### src/rtl/pipe_ctrl_pkg.sv
// Shared definitions for the pipeline controller: exception codes, stall
// patterns, FSM state encodings and the default exception entry address.
package pipe_ctrl_pkg;

  typedef enum logic [1:0] {
    ST_RUN     = 2'd0,
    ST_FLUSH   = 2'd1,
    ST_RECOVER = 2'd2
  } state_e;

  // Stall patterns: bit0 PC, bit1 IF/ID, bit2 ID/EX, bit3 EX/MEM, bit4 MEM/WB, bit5 WB
  localparam logic [5:0] STALL_NONE = 6'b000000;
  localparam logic [5:0] STALL_PC   = 6'b000001;
  localparam logic [5:0] STALL_ID   = 6'b000111;
  localparam logic [5:0] STALL_EX   = 6'b001111;
  localparam logic [5:0] STALL_MEM  = 6'b011111;

  localparam logic [31:0] EXC_NONE    = 32'h0000_0000;
  localparam logic [31:0] EXC_INT     = 32'h0000_0001;
  localparam logic [31:0] EXC_SYSCALL = 32'h0000_0008;
  localparam logic [31:0] EXC_BREAK   = 32'h0000_0009;
  localparam logic [31:0] EXC_RI      = 32'h0000_000a;
  localparam logic [31:0] EXC_OV      = 32'h0000_000c;
  localparam logic [31:0] EXC_TRAP    = 32'h0000_000d;
  localparam logic [31:0] EXC_ERET    = 32'h0000_000e;

  localparam logic [31:0] EXC_VECTOR  = 32'h0000_0020;

endpackage

### src/rtl/pipe_ctrl_if.sv
// Bundle between the pipeline controller (master) and the pipeline stages
// that raise hold requests and consume stall/flush controls (slave).
interface pipe_ctrl_if;
  logic        stallreq_id;
  logic        stallreq_ex;
  logic        stallreq_mem;
  logic [31:0] excepttype_i;
  logic [31:0] cp0_epc_i;
  logic [5:0]  stall_o;
  logic        flush_o;
  logic [31:0] new_pc_o;
  logic        stall_timeout_o;

  modport master (
    input  stallreq_id, stallreq_ex, stallreq_mem, excepttype_i, cp0_epc_i,
    output stall_o, flush_o, new_pc_o, stall_timeout_o
  );

  modport slave (
    output stallreq_id, stallreq_ex, stallreq_mem, excepttype_i, cp0_epc_i,
    input  stall_o, flush_o, new_pc_o, stall_timeout_o
  );
endinterface

### src/rtl/pipe_ctrl_stall_wdog.sv
// Stall watchdog: counts consecutive stalled cycles and emits a single
// timeout pulse when the run length reaches LIMIT, then saturates.
module stall_wdog #(
  parameter logic [7:0] LIMIT = 8'd255
) (
  input  logic clk,
  input  logic rst_n,
  input  logic en,
  input  logic clr,
  output logic timeout
);

  logic [7:0] cnt;

  always_ff @(posedge clk or negedge rst_n) begin
    if (!rst_n) begin
      cnt <= 8'd0;
    end else if (clr) begin
      cnt <= 8'd0;
    end else if (en && (cnt != LIMIT)) begin
      cnt <= cnt + 8'd1;
    end
  end

  // Saturating at LIMIT keeps cnt away from LIMIT-1, so only one pulse per run.
  assign timeout = rst_n && en && !clr && (cnt == LIMIT - 8'd1);

endmodule

### src/rtl/pipe_ctrl.sv
// Pipeline hazard/exception controller: prioritised stage stalls, exception
// flush with redirect, a post-flush PC hold window and a stall watchdog.
module pipe_ctrl #(
  parameter logic [31:0] EXC_VECTOR     = pipe_ctrl_pkg::EXC_VECTOR,
  parameter int unsigned RECOVER_CYCLES = 2,
  parameter logic [7:0]  WDOG_LIMIT     = 8'd255
) (
  input  logic             clk,
  input  logic             rst_n,
  pipe_ctrl_if.master      pif
);
  import pipe_ctrl_pkg::*;

  localparam logic [2:0] REC_LOAD = 3'(RECOVER_CYCLES - 1);

  state_e      state;
  logic [2:0]  rec_cnt;
  logic [5:0]  stall;
  logic        flush;
  logic [31:0] new_pc;
  logic        wdog_en;
  logic        wdog_clr;
  logic        exc_hit;

  function automatic logic [31:0] exc_target(input logic [31:0] code,
                                             input logic [31:0] epc);
    case (code)
      EXC_NONE:    exc_target = 32'h0;
      EXC_ERET:    exc_target = epc;
      EXC_INT, EXC_SYSCALL, EXC_BREAK, EXC_RI, EXC_OV, EXC_TRAP:
                   exc_target = EXC_VECTOR;
      default:     exc_target = EXC_VECTOR;
    endcase
  endfunction

  assign exc_hit = (state == ST_RUN) && (pif.excepttype_i != EXC_NONE);

  // Outputs are combinational on the current state so an exception or a
  // stall request takes effect in the same cycle it is raised.
  always_comb begin
    stall  = STALL_NONE;
    flush  = 1'b0;
    new_pc = 32'h0;
    if (rst_n) begin
      case (state)
        ST_RUN: begin
          if (exc_hit) begin
            flush  = 1'b1;
            new_pc = exc_target(pif.excepttype_i, pif.cp0_epc_i);
          end else if (pif.stallreq_mem) begin
            stall = STALL_MEM;
          end else if (pif.stallreq_ex) begin
            stall = STALL_EX;
          end else if (pif.stallreq_id) begin
            stall = STALL_ID;
          end
        end
        ST_FLUSH, ST_RECOVER: stall = STALL_PC;
        default:              stall = STALL_NONE;
      endcase
    end
  end

  always_ff @(posedge clk or negedge rst_n) begin
    if (!rst_n) begin
      state   <= ST_RUN;
      rec_cnt <= 3'd0;
    end else begin
      case (state)
        ST_RUN: begin
          if (exc_hit) state <= ST_FLUSH;
        end
        ST_FLUSH: begin
          state   <= ST_RECOVER;
          rec_cnt <= REC_LOAD;
        end
        ST_RECOVER: begin
          if (rec_cnt == 3'd0) state <= ST_RUN;
          else                 rec_cnt <= rec_cnt - 3'd1;
        end
        default: state <= ST_RUN;
      endcase
    end
  end

  assign wdog_en  = (state == ST_RUN) && (stall != STALL_NONE);
  assign wdog_clr = !wdog_en;

  stall_wdog #(.LIMIT(WDOG_LIMIT)) u_wdog (
    .clk     (clk),
    .rst_n   (rst_n),
    .en      (wdog_en),
    .clr     (wdog_clr),
    .timeout (pif.stall_timeout_o)
  );

  assign pif.stall_o  = stall;
  assign pif.flush_o  = flush;
  assign pif.new_pc_o = new_pc;

endmodule

### src/flat_wrapper.sv
// flat-port wrapper written by rule: the top's interface ports become plain ports
module pipe_ctrl_flat import pipe_ctrl_pkg::*;
#(
  parameter logic [31:0] EXC_VECTOR     = pipe_ctrl_pkg::EXC_VECTOR,
  parameter int unsigned RECOVER_CYCLES = 2,
  parameter logic [7:0]  WDOG_LIMIT     = 8'd255
)
  (clk, rst_n, pif_stallreq_id, pif_stallreq_ex, pif_stallreq_mem, pif_excepttype_i, pif_cp0_epc_i, pif_stall_o, pif_flush_o, pif_new_pc_o, pif_stall_timeout_o);
  pipe_ctrl_if pif_i ();
  input  logic clk;
  input  logic rst_n;
  input wire logic [$bits(pif_i.stallreq_id)-1:0] pif_stallreq_id;
  input wire logic [$bits(pif_i.stallreq_ex)-1:0] pif_stallreq_ex;
  input wire logic [$bits(pif_i.stallreq_mem)-1:0] pif_stallreq_mem;
  input wire logic [$bits(pif_i.excepttype_i)-1:0] pif_excepttype_i;
  input wire logic [$bits(pif_i.cp0_epc_i)-1:0] pif_cp0_epc_i;
  output wire logic [$bits(pif_i.stall_o)-1:0] pif_stall_o;
  output wire logic [$bits(pif_i.flush_o)-1:0] pif_flush_o;
  output wire logic [$bits(pif_i.new_pc_o)-1:0] pif_new_pc_o;
  output wire logic [$bits(pif_i.stall_timeout_o)-1:0] pif_stall_timeout_o;
  assign pif_i.stallreq_id = pif_stallreq_id;
  assign pif_i.stallreq_ex = pif_stallreq_ex;
  assign pif_i.stallreq_mem = pif_stallreq_mem;
  assign pif_i.excepttype_i = pif_excepttype_i;
  assign pif_i.cp0_epc_i = pif_cp0_epc_i;
  assign pif_stall_o = pif_i.stall_o;
  assign pif_flush_o = pif_i.flush_o;
  assign pif_new_pc_o = pif_i.new_pc_o;
  assign pif_stall_timeout_o = pif_i.stall_timeout_o;
  pipe_ctrl #(.EXC_VECTOR(EXC_VECTOR), .RECOVER_CYCLES(RECOVER_CYCLES), .WDOG_LIMIT(WDOG_LIMIT)) u_core (.clk(clk), .rst_n(rst_n), .pif(pif_i));
endmodule
### config.mk
export PLATFORM = sky130hd
export DESIGN_NAME = pipe_ctrl_flat
export DESIGN_NICKNAME = d
export VERILOG_FILES = /design/src/rtl/pipe_ctrl_pkg.sv /design/src/rtl/pipe_ctrl_if.sv /design/src/rtl/pipe_ctrl_stall_wdog.sv /design/src/rtl/pipe_ctrl.sv /design/src/flat_wrapper.sv
export SDC_FILE = /design/constraint.sdc
export NUM_CORES = 1
export LEC_CHECK = 0
export CORE_ASPECT_RATIO = 0.75
export CORE_MARGIN = 1.5
export CORE_UTILIZATION = 34
export DETAILED_ROUTE_END_ITERATION = 10
export PLACE_DENSITY = 0.86
export SYNTH_ARGS = -nofsm -noshare
export SYNTH_HDL_FRONTEND = slang
export SYNTH_SLANG_ARGS = --single-unit
### constraint.sdc
create_clock -name clk -period 6.2 [get_ports clk]
set_input_delay 1.24 -clock clk [delete_from_list [all_inputs] [get_ports clk]]
set_output_delay 1.24 -clock clk [all_outputs]
set_load 0.01 [all_outputs]
* Word-level counts from Yosys, hierarchy flattened
Cells that the tools add are included.
** Storage, ports and cells
- Register bits after elaboration :: 13
- Logic and storage cells :: 49
- Bits of input ports :: 69
- Output and inout port bits :: 40
** Cells by class
- Mux-type cells :: 20
- Add/subtract/negate cells :: 2
- Equal/unequal tests :: 9
- Reductions and logical operators :: 15
** Operators with widths (count)
- two-way mux 32 bit :: 3
- one-hot mux 32 bit (2 select lines) :: 1
- == test 32 x 4 -> 1 bit (second input constant) :: 1
- zero test 32 bit :: 1
- nonzero test 32 bit :: 1
- two-way mux 6 bit :: 4
- two-way mux 8 bit :: 2
- one-hot mux 6 bit (2 select lines) :: 1
- adder 8 x 1 -> 8 bit (second input constant) :: 1
- == test 8 bit (second input constant) :: 1
- inequality test 8 bit (second input constant) :: 1
- logical AND 1 bit :: 6
- two-way mux 3 bit :: 2
- inequality test 2 x 1 -> 1 bit (second input constant) :: 3
- one-hot mux 2 bit (3 select lines) :: 1
- one-hot mux 3 bit (2 select lines) :: 1
- nonzero test 6 bit :: 1
- two-way mux 2 bit :: 2
- AND reduction 2 bit :: 2
- zero test 3 bit :: 1
- two-way mux 1 bit :: 3
- subtractor 3 x 1 -> 3 bit (second input constant) :: 1
- == test 2 x 1 -> 1 bit (second input constant) :: 1
- == test 2 bit (second input constant) :: 1
- 4 further kinds :: 4

* Logic depth before layout (Yosys ltp)
Gate-level depths: netlist of the first run.
- Word-level depth :: 11
- Mapped depth :: 6
- Mapped depth without buffers :: 6

* Modules after synthesis
From an unflattened synthesis of the first run, not the netlist that was laid out.
** Second synthesis, totals
- Cells, all modules :: 161
- Area total of the unflattened synthesis :: 1346.3 um^2
** By module, submodules not included
- pipe_ctrl :: seq. area each 125.1 um^2, instances 1, area an instance 853.3 um^2, cells each 107
- stall_wdog :: seq. area each 200.2 um^2, instances 1, area an instance 493.0 um^2, cells each 54

* Worst setup path after synthesis of the first run
Ideal clock, no wire load.
- Kind :: input to output
- Start :: in pif_excepttype_i[1]
- End :: out pif_stall_timeout_o
- Data required time :: 4960 ps
- Buffers on the path :: 1
- Setup slack :: 2365 ps
- Data arrival time :: 2595 ps
- Stages :: 4
- Cells stage by stage :: or3_1 -> a221o_1 -> clkbuf_1 -> nor4_1
** On the way
- Longest elaborated chain between the ends :: 10
** RTL lines
- from (decl) :: RTL line flat_wrapper.sv:15 : input wire logic [$bits(pif_i.excepttype_i)-1:0] pif_excepttype_i;
- nonzero test 32 bit * :: RTL line pipe_ctrl.sv:36 : assign exc_hit = (state == ST_RUN) && (pif.excepttype_i != EXC_NONE);
- logical AND 1 bit * :: RTL line pipe_ctrl.sv:36
- two-way mux 6 bit * :: RTL line pipe_ctrl.sv:47 : if (exc_hit) begin
- one-hot mux 6 bit (2 select lines) * :: RTL line pipe_ctrl.sv:45 : case (state)
- two-way mux 6 bit * :: RTL line pipe_ctrl.sv:44 : if (rst_n) begin
- nonzero test 6 bit * :: RTL line pipe_ctrl.sv:86 : assign wdog_en = (state == ST_RUN) && (stall != STALL_NONE);
- logical AND 1 bit * :: RTL line pipe_ctrl.sv:86
- logical AND 1 bit :: RTL line pipe_ctrl_stall_wdog.sv:26 : assign timeout = rst_n && en && !clr && (cnt == LIMIT - 8'd1);
- logical AND 1 bit * (2 in series) :: RTL line pipe_ctrl_stall_wdog.sv:26
- to (decl) :: RTL line flat_wrapper.sv:20 : output wire logic [$bits(pif_i.stall_timeout_o)-1:0] pif_stall_timeout_o;
Every way passes the cells marked *; elsewhere a longest branch is shown, timed or not.

* Worst setup path after layout of the first run
- Start :: in pif_excepttype_i[0]
- End :: out pif_stall_o[0]
** On the way
- Longest elaborated chain between the ends :: 5
** RTL lines
- nonzero test 32 bit :: RTL line pipe_ctrl.sv:36
- logical AND 1 bit :: RTL line pipe_ctrl.sv:36
- two-way mux 6 bit :: RTL line pipe_ctrl.sv:47
- one-hot mux 6 bit (2 select lines) :: RTL line pipe_ctrl.sv:45
- two-way mux 6 bit :: RTL line pipe_ctrl.sv:44
- to (decl) :: RTL line flat_wrapper.sv:17 : output wire logic [$bits(pif_i.stall_o)-1:0] pif_stall_o;
Every way passes these cells.

==> results.toml, run 1 <==
[global_routing]
grt_max_degree = 32
antenna_found_initial = 0
grt_busiest_layer = "met2"
met1_usage = 0.260
track_usage = 0.221
grt_pass1_vias = 1560
grt_overflow = 0
use_met2 = 0.405
met3_usage = 0.0420
grt_pass1_wl_um = 7040

[layout]
area_delta_synth_final_pct = 92.3
finalInstanceArea_sq_um = 2410
final-seq-area_sq_um = 325
diodes = 0
drive_gt1_frac = 0.0545
finalNetCount = 336
fin_cells = 307
multi_input_area_sq_um = 863
fillers = 276

[power_and_ir_drop]
clkPwrFrac = 0.345
power_density_nw_per_um2 = 87.8
seqPwrFrac = 0.402
p_comb_frac = 0.253
ir_drop_v = 0.0000577
p_sw_w = 0.0000405
swShare = 0.192
leakagePower_nw = 0.923
internal_power_w = 0.000171

[hold_path]
hold_path_startpoint = "u_core.rec_cnt[1]"
worstHoldPathType = "reg -> reg"
hold_end = "u_core.rec_cnt[1]"
hold_depth = 2

[synthesis]
synthTopCellsByArea = "dfrtp_1, and2_1, ha_1, nor3_1, nor4_2"
ys_types = 40
seq_area_frac_synth = 0.260
ys_top_cells_by_count = "and2_1, dfrtp_1, nor3_1"
syn-num-nets = 229
syn_inst = 151
ys_ff_latch = 13
synth_edf_count = 0
yosysWarnings = 0
syn_area_sq_um = 1250
syn_area_per_cell_sq_um = 8.29
yosysTopAreaCell = "dfrtp_1"
synth_top_area_share = 0.260
ys.flop_type = "dfrtp_1"
async_flop_share = 1.00
yosysMostFrequentCell = "and2_1"

[setup_path]
cp.required_ns = 4.96
cp-start-kind = "primary input"
reg2reg_depth = 5
rrSetupSlack_ns = 4.35
worstReg2RegEnd = "u_core.u_wdog.cnt[4]"
crit_fanout = 7
r2r_start = "u_core.state[0]"
cp-end-kind = "primary output"
crit_arrival_ns = 3.56
crit_type = "in -> out"

[route]
firstDrtPassIters = 4
routed_wl_um = 4180
ant_nets = 0
drt-initial-drc-count = 100
vias = 1502
route.detailed.wl_per_inst_um = 13.6
remaining_drc_errors = 0
via_per_inst = 4.89

[clock_network]
postCtsResizedCells = 0
cts_buffer_depth = 2
clockRootBuffer = "clkbuf_8"
tritoncts = "built"
cts.htree.levels = 1
clk_pin_slew_ns = 0.05
cts_setup_buffers = 0
clock_latency_ns = 0.24
ctsHoldBuffers = 0
numCtsBuffers = 3
clock_sinks = 13

[sta]
fin_worst_skew_ns = 0.00179
worst_pin_slew_ns = 0.538
fin_ws_ns = 1.40
fin_crit_ns = 4.80
finalHoldViolations = 0
setup_tns_ns = 0
setup_viol = 0
post-route-period-util = 0.774
max_slew_margin = 0.638
fmax_mhz = 208
drv_slew = 0
rsz0062_at_grt = "false"

[place]
dpl-instance-area_sq_um = 2360
io_buffers = 107
routabilityCongestion = 0.845
placed_cells = 303
dp_hpwl_um = 3520
pre_cts_slack_ns = 1.39

[floorplan]
io_pins = 109
die_area_sq_um = 4060
rows = 18
die_x_um = 73.1
die_y_um = 55.6
start_util = 0.368
core_sq_um = 3400

[job]
cap_violations = 0

[run_status]
outcome = "completed"
-- layout by cell type, fill, tap and decap left out, drive strengths merged, types with 2 or more instances in the layout --
master           n
a21oi            2
nand2            7
o311ai           4
xnor2            2
o21a             2
nor4            10
clkdlybuf4s50  107
or3              2
and3             2
nor2             7
mux2             2
o31ai            2
nor3            10
inv              7
nand2b           3
dfrtp           13
buf              2
o21ai            6
nand4            5
o211ai           2
and2            31
nand3            3
ha               9
clkbuf           4
-- power groups by stage --
stage                 logic, W  clock network (W)  registers [W]
floorplan           0.00000604                  0      0.0000864
global placement     0.0000529                  0      0.0000864
detailed placement   0.0000538                  0      0.0000864
CTS                  0.0000540          0.0000768      0.0000849
global route         0.0000577          0.0000800      0.0000849
finish               0.0000536          0.0000731      0.0000850
-- worst max-delay path, stage by stage --
cell and delay (ns):
clkdlybuf4s50_1 0.41, nor4_2 0.32, nand4_2 0.24, or4_4 0.55, o31ai_2 0.22, clkdlybuf4s50_1 0.58
-- layer usage --
layer  wire [um]  share of wire
met2        2190           0.52
met1        1720           0.41
met4          59          0.014
met3         205          0.049
met5           0              0
-- logic make-up after synthesis --
logic type / synth area share
xor gates and xnor gates: 0.0210
DFF: 0.260
adders and majority gates: 0.0899
and+or+nand+nor: 0.424
muxes: 0.0260
AOI/OAI and AO/OA: 0.126
other: 0.00299
buffers and inverters: 0.0509
-- sequential cells by signal, summed over array words and instances (netlist names) --
signal             cells
u_core.state           2
u_core.u_wdog.cnt      8
u_core.rec_cnt         3
-- how the worst max path moves through the flow --
stage / cells after the start / from / slack [ns] / end
after CTS: 6 / pif_excepttype_i[0] / 1.40 / pif_stall_o[0]
final: 6 / pif_excepttype_i[0] / 1.40 / pif_stall_o[0]
after detailed placement: 6 / pif_excepttype_i[0] / 1.39 / pif_stall_o[0]
after floorplan: 4 / pif_excepttype_i[1] / 2.37 / pif_stall_timeout_o
after global routing: 7 / pif_excepttype_i[16] / 1.18 / pif_new_pc_o[1]
after global placement: 6 / pif_excepttype_i[16] / 1.38 / pif_stall_o[0]
-- stage by stage --
stage	utilization	hold WS [ns]	total power [W]
after CTS	0.708	0.512	0.000216
after global routing	0.708	0.561	0.000223
final	0.708	0.506	0.000212
after global placement	0.695	0.496	0.000139
after detailed placement	0.695	0.499	0.000140
after floorplan	-	0.468	0.0000925
-- area by class of cell --
cell class / count / area share
Tap cell: 50 / 0.0260
Inverter: 7 / 0.0109
Clock buffer: 4 / 0.0187
Sequential cell: 13 / 0.135
Multi-Input combinational cell: 124 / 0.358
Timing Repair Buffer: 109 / 0.451
No activity file was read; power rests on OpenSTA's default activity.
==> run 2: changes to the inputs <==
- CORE_UTILIZATION: 34 -> 29
- PLACE_DENSITY: 0.86 -> 0.78
- clock period: 6.2 -> 3.84 ns (I/O delays scaled with it)
==> run 2 against run 1 <==
Effect of this change: total power increased by 66%; combinational power increased by 67%; clock power increased by 71%; sequential share of layout area decreased by 0.68 points; register-to-register slack got worse by 2.4 ns; non-clock buffer count increased by 6; critical path depth increased by 1; design area increased by 5.3%; global-route usage decreased by 3.7 points; core utilization decreased by 9.0 points.
==> results.toml, run 2 (synthesis results as in run 1) <==
[setup_path]
cp.required_ns = 3.07
crit_top_cell = "clkdlybuf4s50_1"
cp-end-kind = "primary output"
cp-start-kind = "primary input"
crit_chain = "clkdlybuf4s50_1 -> nor4_4 -> nand4_1 -> buf_4 -> or4_4 -> nor2_1 -> clkdlybuf4s50_1"
crit_arrival_ns = 2.97
max_stage_delay_ns = 0.55
crit_fanout = 7
startpoint = "pif_excepttype_i[25]"
cpMaxStageDelayCell = "clkdlybuf4s50_1"
crit_type = "in -> out"
r2r_start = "u_core.state[0]"

[layout]
largest-register = "u_core.u_wdog.cnt"
finalNetCount = 342
mostFrequentLayoutCells = "clkdlybuf4s50_1, and2_1, dlymetal6s2s_1, dfrtp_1"
largestRegisters = "u_core.u_wdog.cnt (8), u_core.rec_cnt (3), u_core.state (2)"
utilization = 0.618
largest_reg_flops = 8
drive_gt1_frac = 0.0837
area_delta_synth_final_pct = 102
diodes = 0
layout_commonest_cell = "clkdlybuf4s50_1"

[clock_network]
cts_buffer_depth = 2
numCtsBuffers = 3
cts.htree.levels = 1
tritoncts = "built"
cts_setup_buffers = 0
clock_latency_ns = 0.25
clockRootBuffer = "clkbuf_8"
clk_pin_slew_ns = 0.05
ctsHoldBuffers = 0
clock_sinks = 13

[floorplan]
start_util = 0.305
die_y_um = 59.9
die_x_um = 78.9
core_sq_um = 4100
die_area_sq_um = 4730
io_pins = 109
rows = 20

[sta]
fin_crit_ns = 3.74
fin_worst_skew_ns = 0.00138
max_slew_margin = 0.610
drv_slew = 0
post-route-period-util = 0.974
setup_viol = 0
finalHoldViolations = 0
fmax_mhz = 267
worst_pin_slew_ns = 0.579
rsz0062_at_grt = "false"

[route]
dr_wl_met3_um = 215
met1_length_um = 2030
vias = 1513
firstDrtPassIters = 4
wl_met2_um = 2290
routed_wl_um = 4600
route.detailed.wl_per_inst_um = 14.4
top_layer_used = "met4"
ant_nets = 0
drt-initial-drc-count = 73
remaining_drc_errors = 0
via_per_inst = 4.76

[global_routing]
track_usage = 0.183
grt_max_degree = 19
antenna_found_initial = 0
grt_pass1_vias = 1439
grt_pass1_wl_um = 6740
grt_overflow = 0

[hold_path]
hold_path_startpoint = "u_core.rec_cnt[1]"
worstHoldPathType = "reg -> reg"

[run_status]
outcome = "completed"

[place]
routabilityCongestion = 0.827
io_buffers = 107
dp_hpwl_um = 3830

[job]
cap_violations = 0

[power_and_ir_drop]
leakagePower_nw = 1.33
ir_drop_v = 0.000123
total_power_w = 0.000351
power_density_nw_per_um2 = 139
[run 2: cell count changes in the layout (fill, tap and decap cells not counted), sizes merged]
| cell | before | now |
|---|---|---|
| buf | 2 | 8 |
| clkdlybuf4s50 | 107 | 85 |
| dlymetal6s2s | 0 | 19 |
| dlygate4sd2 | 0 | 3 |
[run 2: power breakdown]
part	total, W	internal, W	switching, W
Clock	0.000125	0.0000735	0.0000514
Combinational	0.0000894	0.0000667	0.0000227
Sequential	0.000137	0.000137	0.00000000000233
Total	0.000351	0.000277	0.0000741
[run 2: worst paths after layout]
path | cells past startpoint | end | slack, ns
setup / recovery | 7 | pif_stall_o[3] | 0.1
hold / removal | 2 | u_core.rec_cnt[1] | 0.55
setup reg to reg | 6 | u_core.u_wdog.cnt[4] | 1.94
hold reg to reg | 2 | u_core.rec_cnt[1] | 0.55
max in group asynchronous | 2 | u_core.rec_cnt[1] | 2.70
min in group asynchronous | 2 | u_core.state[0] | 0.97
[run 2: metal layers]
layer	global-route usage	vias up
li1	-	766
met1	0.259	682
met3	0.0244	7
met4	0.0426	0
met2	0.300	58
met5	0	-
[run 2: layout make-up]
| cell class | instances | area (sq um) |
|---|---|---|
| Multi-Input combinational cell | 124 | 892 |
| Sequential cell | 13 | 325 |
| Tap cell | 55 | 68.8 |
| Clock buffer | 4 | 45.0 |
| Fill cell | 372 | 1570 |
| Inverter | 7 | 26.3 |
| Timing Repair Buffer | 115 | 1180 |
[run 2: repair_timing]
item / CTS / global route
gates cloned: 0 / 1
gates resized for setup: 4 / 25
pin swaps: 0 / 2
endpoints found under the setup margin: 19 / 33
[run 2: stage by stage]
stage	std cells	hold slack [ns]	instance area, sq um	worst slack [ns]	setup TNS (ns)
after floorplan	151	0.468	1250	0.949	0
after global placement	313	0.489	2410	-0.0210	-0.0744
after detailed placement	313	0.546	2410	-0.0431	-0.121
after CTS	317	0.557	2450	0.00623	0
after global routing	318	0.592	2540	0.00538	0
final	318	0.551	2540	0.0989	0
[run 2: critical path: cells and delay by family]
family / cells / cell delay (ns)
AND/OR/NAND/NOR: 4 / 1.02
buffers and inverters: 3 / 1.18
==> run 3: changes to the inputs <==
- ABC_AREA: not set -> 1
- CORE_UTILIZATION: 29 -> 31
- CTS_CLUSTER_DIAMETER: not set -> 120
==> run 3 against run 2 <==
Effect of this change: clock power is essentially flat; count of clock-buffer cells in the layout stayed put; first-iteration DRC count is 6.8% higher; combinational power barely moved; synthesized area rose by 15%; sequential share of layout area is 0.22 points lower; hold slack worse by 0.0044 ns; design area increased by 1.8%; sequential power about the same; largest cell class unchanged.
==> results.toml, run 3 <==
[layout]
area_delta_synth_final_pct = 79.5
layout_commonest_cell = "clkdlybuf4s50_1"
largest-register = "u_core.u_wdog.cnt"
mostFrequentLayoutCells = "clkdlybuf4s50_1, nor2_1, nor3b_2, nand2_1, inv_1"
largestRegisters = "u_core.u_wdog.cnt (8), u_core.rec_cnt (3), u_core.state (2)"
diodes = 0
finalInstanceArea_sq_um = 2580
fillers = 428
finalNetCount = 365
largest_reg_flops = 8
drive_gt1_frac = 0.150
utilization = 0.578

[synthesis]
syn_area_per_cell_sq_um = 7.94
ys_ff_latch = 13
synth_top_area_share = 0.261
syn-num-nets = 259
yosysMostFrequentCell = "nor2_1"
synthTopCellsByArea = "nor3b_2, dfrtp_1, nor2_1, ha_1, nand2_1"
yosysTopAreaCell = "nor3b_2"
yosysWarnings = 0
syn_inst = 181
async_flop_share = 1.00
ys_types = 25
ys.flop_type = "dfrtp_1"
synth_edf_count = 0
ys_top_cells_by_count = "nor2_1, nor3b_2, nand2_1"
syn_area_sq_um = 1440
seq_area_frac_synth = 0.226

[sta]
rsz0062_at_grt = "false"
setup_viol = 0
hold_ws_ns = 0.547
fin_worst_skew_ns = 0.00363
fmax_mhz = 277
post-route-period-util = 0.941
fin_crit_ns = 3.62
setup_tns_ns = 0
finalHoldViolations = 0
drv_slew = 0

[place]
io_buffers = 107
dp_hpwl_um = 3300
dpl-instance-area_sq_um = 2530
routabilityCongestion = 0.741

[hold_path]
hold_path_startpoint = "u_core.state[1]"
worstHoldPathType = "reg -> reg"

[floorplan]
core_sq_um = 4470
die_x_um = 81.6
io_pins = 109
start_util = 0.322
die_area_sq_um = 5060
rows = 21
die_y_um = 62.0

[route]
vias = 1528
firstDrtPassIters = 4
drt-initial-drc-count = 78
route.detailed.wl_per_inst_um = 11.8
ant_nets = 0
via_per_inst = 4.45
remaining_drc_errors = 0
routed_wl_um = 4040

[global_routing]
grt_pass1_wl_um = 6150
track_usage = 0.158
grt_overflow = 0
grt_pass1_vias = 1355
antenna_found_initial = 0
grt_max_degree = 34

[clock_network]
tritoncts = "built"
clock_latency_ns = 0.24
cts_setup_buffers = 0
clock_sinks = 13
clk_pin_slew_ns = 0.05
cts.htree.levels = 1
cts_buffer_depth = 2
numCtsBuffers = 3
clockRootBuffer = "clkbuf_8"

[setup_path]
cpMaxStageDelayCell = "clkdlybuf4s50_1"
crit_arrival_ns = 2.85
crit_chain = "clkdlybuf4s50_1 -> nand2_1 -> nor3b_1 -> nand4_1 -> or2_2 -> buf_12 -> nor3b_2 -> clkdlybuf4s50_1"
cp-end-kind = "primary output"
rrSetupSlack_ns = 2.24
crit_buf_inv = 3
cp.required_ns = 3.07
crit_type = "in -> out"
crit_top_cell = "clkdlybuf4s50_1"
max_stage_delay_ns = 0.57
crit_fanout = 32
startpoint = "pif_excepttype_i[3]"
crit_family = "buffers and inverters"
r2r_start = "u_core.u_wdog.cnt[1]"
cp-start-kind = "primary input"

[power_and_ir_drop]
leakagePower_nw = 0.960
total_power_w = 0.000351
ir_drop_v = 0.000103
power_density_nw_per_um2 = 136

[job]
cap_violations = 0

[run_status]
outcome = "completed"
run 3: changes by cell type after synthesis, moves of 4 or more:
cell      delta
and2_1      -31
buf_6        +7
inv_1       +12
nand2_1     +17
nand3_1      +5
nor2_1      +32
nor3_1       -9
nor3b_2     +30
nor4_1       -6
nor4_2       -4
o311ai_0     -4
run 3: per-stage QoR:
| step | instances | setup slack, ns |
|---|---|---|
| floorplan | 181 | 1.27 |
| global placement | 339 | 0.233 |
| detailed placement | 339 | 0.200 |
| CTS | 343 | 0.195 |
| global route | 343 | 0.0405 |
| finish | 343 | 0.225 |
run 3: worst reg2reg max path: stages, from the launching register on:
cell and delay (ns):
dfrtp_1 0.39, ha_1 0.21, inv_1 0.06, nor2_1 0.20, inv_1 0.08, nor2_2 0.25, nor3_1 0.10, xnor2_1 0.15
nor2_1 0.06
run 3: power by group:
part	switching, W	leakage [nW]	internal, W
Sequential	0.0000000203	0.172	0.000137
Clock	0.0000509	0.0228	0.0000733
Combinational	0.0000181	0.765	0.0000711
Total	0.0000690	0.960	0.000282
run 3: logic make-up (layout without fill, tap and decap cells):
kind of cell | count (synthesis) | in the layout | synth area share
flip-flops | 13 | 13 | 0.226
adder cells (fa/ha/maj) | 9 | 9 | 0.0783
XOR/XNOR | 3 | 3 | 0.0183
AO/OA/AOI/OAI | 14 | 14 | 0.0531
buffers and inverters | 28 | 133 | 0.115
other | 1 | 1 | 0.00261
AND/OR/NAND/NOR | 113 | 113 | 0.507
run 3: area by class of cell:
cell class              instances  area, sq um  area share
clock buffers                   4         45.0      0.0175
flip-flops and latches         13          325       0.126
repair buffers                110         1120       0.433
inverters                      19         71.3      0.0276
well taps                      57         71.3      0.0276
multi-input cells             140          950       0.368
run 3: what timing repair did:
action / in CTS / in global routing
resized for setup: 0 / 1
endpoints found under the setup margin: 0 / 1
hold buffers: 0 / 0
run 3: routing by layer:
metal / global-route usage / up-vias / part of all wire
met5: 0 / - / 0
met4: 0.0145 / 0 / 0.0032
met3: 0.0380 / 2 / 0.073
met2: 0.299 / 63 / 0.50
met1: 0.190 / 673 / 0.42
li1: - / 790 / -
run 3: path summary, 6_finish.rpt:
path                       depth (start not counted)                   end
setup reg to reg                                   8  u_core.u_wdog.cnt[7]
hold reg to reg                                    2       u_core.state[1]
max in group asynchronous                          2     u_core.rec_cnt[1]
setup / recovery                                   8       pif_new_pc_o[1]
min in group asynchronous                          2  u_core.u_wdog.cnt[3]
hold / removal                                     2       u_core.state[1]
